File: src/rtl/btn_debounce.sv
// Multi-button debouncer with press/release pulse generation.
// Samples synchronized buttons on rising edges of clkdiv[TICK_BIT]; clkdiv is used only as data.
module btn_debounce #(
  parameter int unsigned N_BTN      = 5,
  parameter int unsigned TICK_BIT   = 17,
  parameter int unsigned STABLE_CNT = 4,
  parameter int unsigned CNT_W      = 8
) (
  input  logic             clk,
  input  logic             rst,
  input  logic [31:0]      clkdiv,
  input  logic [N_BTN-1:0] btn_in,
  output logic [N_BTN-1:0] btn_level,
  output logic [N_BTN-1:0] btn_press,
  output logic [N_BTN-1:0] btn_release
);

  localparam logic [1:0] ST_IDLE         = 2'd0;
  localparam logic [1:0] ST_PRESS_WAIT   = 2'd1;
  localparam logic [1:0] ST_PRESSED      = 2'd2;
  localparam logic [1:0] ST_RELEASE_WAIT = 2'd3;

  localparam logic [CNT_W-1:0] LAST_CNT = CNT_W'(STABLE_CNT - 1);
  localparam logic [CNT_W-1:0] ONE_CNT  = CNT_W'(1);

  logic [N_BTN-1:0]            s1_q, s2_q;
  logic                        tick_prev_q;
  logic [N_BTN-1:0][1:0]       state_q, state_d;
  logic [N_BTN-1:0][CNT_W-1:0] cnt_q, cnt_d;
  logic [N_BTN-1:0]            level_q, level_d;
  logic [N_BTN-1:0]            press_q, press_d;
  logic [N_BTN-1:0]            release_q, release_d;
  logic                        tick_c;
  logic                        unused_clkdiv_c;

  assign tick_c          = clkdiv[TICK_BIT] & ~tick_prev_q;
  assign unused_clkdiv_c = ^clkdiv;

  assign btn_level   = level_q;
  assign btn_press   = press_q;
  assign btn_release = release_q;

  // tick_prev resets high so the first cycle after reset can never be a tick
  always_ff @(posedge clk) begin
    if (!rst) begin
      s1_q        <= '0;
      s2_q        <= '0;
      tick_prev_q <= 1'b1;
      for (int i = 0; i < int'(N_BTN); i++) begin
        state_q[i] <= ST_IDLE;
      end
      cnt_q       <= '0;
      level_q     <= '0;
      press_q     <= '0;
      release_q   <= '0;
    end else begin
      s1_q        <= btn_in;
      s2_q        <= s1_q;
      tick_prev_q <= clkdiv[TICK_BIT];
      state_q     <= state_d;
      cnt_q       <= cnt_d;
      level_q     <= level_d;
      press_q     <= press_d;
      release_q   <= release_d;
    end
  end

  // Per-button next state; pulses flag entry into a settled state from the other side
  always_comb begin
    state_d   = state_q;
    cnt_d     = cnt_q;
    level_d   = '0;
    press_d   = '0;
    release_d = '0;
    for (int i = 0; i < int'(N_BTN); i++) begin
      if (tick_c) begin
        case (state_q[i])
          ST_IDLE: begin
            if (s2_q[i]) begin
              if (STABLE_CNT == 1) begin
                state_d[i] = ST_PRESSED;
                press_d[i] = 1'b1;
              end else begin
                state_d[i] = ST_PRESS_WAIT;
                cnt_d[i]   = ONE_CNT;
              end
            end
          end
          ST_PRESS_WAIT: begin
            if (!s2_q[i]) begin
              state_d[i] = ST_IDLE;
              cnt_d[i]   = '0;
            end else if (cnt_q[i] == LAST_CNT) begin
              state_d[i] = ST_PRESSED;
              cnt_d[i]   = '0;
              press_d[i] = 1'b1;
            end else begin
              cnt_d[i] = cnt_q[i] + ONE_CNT;
            end
          end
          ST_PRESSED: begin
            if (!s2_q[i]) begin
              if (STABLE_CNT == 1) begin
                state_d[i]   = ST_IDLE;
                release_d[i] = 1'b1;
              end else begin
                state_d[i] = ST_RELEASE_WAIT;
                cnt_d[i]   = ONE_CNT;
              end
            end
          end
          ST_RELEASE_WAIT: begin
            if (s2_q[i]) begin
              state_d[i] = ST_PRESSED;
              cnt_d[i]   = '0;
            end else if (cnt_q[i] == LAST_CNT) begin
              state_d[i]   = ST_IDLE;
              cnt_d[i]     = '0;
              release_d[i] = 1'b1;
            end else begin
              cnt_d[i] = cnt_q[i] + ONE_CNT;
            end
          end
        endcase
      end
      level_d[i] = (state_d[i] == ST_PRESSED) || (state_d[i] == ST_RELEASE_WAIT);
    end
  end

endmodule

File: config.mk
export PLATFORM = sky130hd
export DESIGN_NAME = btn_debounce
export DESIGN_NICKNAME = d
export VERILOG_FILES = /design/src/rtl/btn_debounce.sv
export SDC_FILE = /design/constraint.sdc
export NUM_CORES = 1
export LEC_CHECK = 0
export ABC_AREA = 1
export BUFFER_PORTS_ARGS = -buffer_cell sky130_fd_sc_hd__buf_4
export CAP_MARGIN = 5
export CORE_MARGIN = 2
export CORE_UTILIZATION = 55
export DETAILED_ROUTE_END_ITERATION = 12
export GPL_TIMING_DRIVEN = 0
export PLACE_DENSITY = 0.85
export RECOVER_POWER = 50
export SYNTH_ARGS = -nofsm -noshare
export SYNTH_HDL_FRONTEND = slang
export SYNTH_SLANG_ARGS = --single-unit
File: constraint.sdc
create_clock -name clk -period 1.9 [get_ports clk]
set_input_delay 0.19 -clock clk [delete_from_list [all_inputs] [get_ports clk]]
set_output_delay 0.19 -clock clk [all_outputs]
set_load 0.02 [all_outputs]
==> impl_metrics.json <==
{
  "port_buffers": 21,
  "clkTransAtPathRegs_ns": 0.08,
  "period_share": 0.812,
  "tightest_slew_ns": 0.591,
  "grt_first_pass_wirelength_mm": 12.6,
  "io_pins": 54,
  "power.density_nw_per_um2": 772,
  "n_antenna_cell": 0,
  "ys_ff_latch": 76,
  "cp-start-kind": "register",
  "hold_buffers": 0,
  "status": "completed",
  "vdd_drop_max_uv": 501,
  "start_util": 0.565,
  "cts_tree": "built",
  "synth_common_cells": "nand2_1, nor2_1, dfxtp_1",
  "die_x_um": 84.5,
  "endpoint_kind": "register",
  "hold_class": "input pin to register",
  "placeableCoreArea_um2": 6310,
  "synth_cell_types": 28,
  "h-tree-depth": 3,
  "crit_type": "register to register",
  "antenna_found_initial": 0,
  "dr.pass1.iters": 4,
  "async_reset_ff_frac": 0,
  "grt_max_degree": 13,
  "finClkSkew_ns": 0.00684,
  "netlist_area_um2": 3560,
  "track_usage": 0.217,
  "numClockSinks": 76,
  "area_delta_synth_final_pct": 10.3,
  "chipHeight_um": 84.5,
  "finalWorstPathRequiredPeriod_ns": 1.54,
  "post_cts_resized": 0,
  "final_antenna_net_count": 0,
  "nFillCells": 587,
  "setup_viol_count_final": 0,
  "tns_ns": 0,
  "rsz0062_at_grt": "false",
  "cts_inserted_buffers": 9,
  "maxSlewViolCount": 0,
  "yosysWarnings": 0,
  "syn_area_per_cell_um2": 6.75,
  "critical_path.max_fanout": 10,
  "cts_setup_buffers": 0,
  "drtIter0Drc": 199,
  "synth_top_cell_area_share": 0.427,
  "yosysMostFrequentCell": "nand2_1",
  "cts.path.max_buffers": 2,
  "insertion_delay_ns": 0.35,
  "syn-num-nets": 572,
  "nets": 604,
  "dp_hpwl_mm": 5.19,
  "root_buffer": "clkbuf_8",
  "worstPathArrival_ns": 1.79,
  "syn_inst": 528,
  "drv_cap": 0,
  "via_per_inst": 5.17,
  "grt_pass1_vias": 3016,
  "slew_headroom": 0.606,
  "synth-edff-count": 0,
  "synth-seq-area-share": 0.427,
  "wl_mm": 7.31,
  "vias": 3315,
  "grt.overflow.total": 0,
  "worstPathRequired_ns": 2.15,
  "drcViolationCount": 0,
  "wl_per_cell_um": 11.4,
  "max_freq_ghz": 0.648,
  "drive_above_1_share": 0.0656,
  "yosysTopAreaCell": "dfxtp_1",
  "pre_cts_ws_ns": 0.416,
  "finalHoldViolCount": 0,
  "finalPower_mw": 3.04,
  "die-area_um2": 7140,
  "finalWorstSetupSlack_ns": 0.357,
  "ys.flop_type": "dfxtp_1",
  "cellLeakagePower_nw": 1.56,
  "rows": 29,
  "ys_top_cells_by_area": "dfxtp_1, nand2_1, nor2_1, nand3_1, inv_1",
  "place_congestion": 0.881
}
flip-flops by register name, indices dropped and copies added, names as in the netlist:
signal / cells
state_q: 10
cnt_q: 40
btn_release: 5
s1_q: 5
btn_press: 5
btn_level: 5
tick_prev_q: 1
s2_q: 5
stage by stage:
stage	std cells	util	area [µm²]	hold slack [ns]
finish	641	0.623	3930	0.0143
global route	641	0.623	3930	0.00905
CTS	641	0.637	4020	0.00662
detailed placement	626	0.605	3820	0.376
global placement	626	0.605	3820	0.371
floorplan	528	-	3560	0.287
area by class of cell:
type	instances	area, µm²	share of cell area
clock inverter	5	77.6	0.0197
clock buffer	10	128	0.0325
sequential	76	1520	0.387
buffer	10	57.6	0.0146
tap	77	96.3	0.0245
inverter	62	233	0.0592
multi-input combinational	380	1720	0.437
timing repair buffer	21	101	0.0258
routing by layer:
layer	up-vias	GRT usage	part of all wire
li1	1743	-	-
met1	1475	0.277	0.47
met2	78	0.338	0.46
met3	19	0.0649	0.045
met4	0	0.102	0.028
met5	-	0	0
cells by family after synthesis:
logic type / count (synthesis) / share of synthesized area
and+or+nand+nor: 321 / 0.391
DFF: 76 / 0.427
buffers and inverters: 72 / 0.0860
AOI/OAI and AO/OA: 54 / 0.0790
adders and majority gates: 5 / 0.0176
cell usage in the layout (no fill, tap or decap), types with 3 or more instances in the layout:
cell and count:
nand4_1 8, nor2_1 93, o21ai_1 4, o21ai_0 12, nand3b_1 3, dfxtp_1 76, nand3_1 53, nand2_1 138
nor3_1 12, buf_4 7, a21oi_1 33, clkbuf_8 9, nand2_2 5, inv_1 60, o21bai_1 3, clkbuf_1 21
ha_1 5
where the power goes:
part,switching (mW),internal [mW]
sequential,0.00959,1.61
combinational,0.0726,0.0359
clock,0.584,0.728
worst paths after layout:
path,start,end,slack [ns],cells past startpoint
hold / removal,btn_in[3],s1_q[3]$_SDFF_PN0_,0.01,3
hold reg to reg,s1_q[3]$_SDFF_PN0_,s2_q[3]$_SDFF_PN0_,0.42,2
setup / recovery,tick_prev_q$_SDFF_PN1_,cnt_q[39]$_SDFFE_PN0P_,0.36,8
setup reg to reg,tick_prev_q$_SDFF_PN1_,cnt_q[39]$_SDFFE_PN0P_,0.36,8
critical path, stage by stage (launching register included):
cell      delay [ns]
dfxtp_1         0.33
nor2_4          0.18
buf_6           0.18
nand2_1         0.09
nand2_2         0.08
clkbuf_1        0.31
nand3_1         0.12
nand3_1         0.10
nor2_1          0.05
Note: power is estimated with default switching activity, not from simulation.
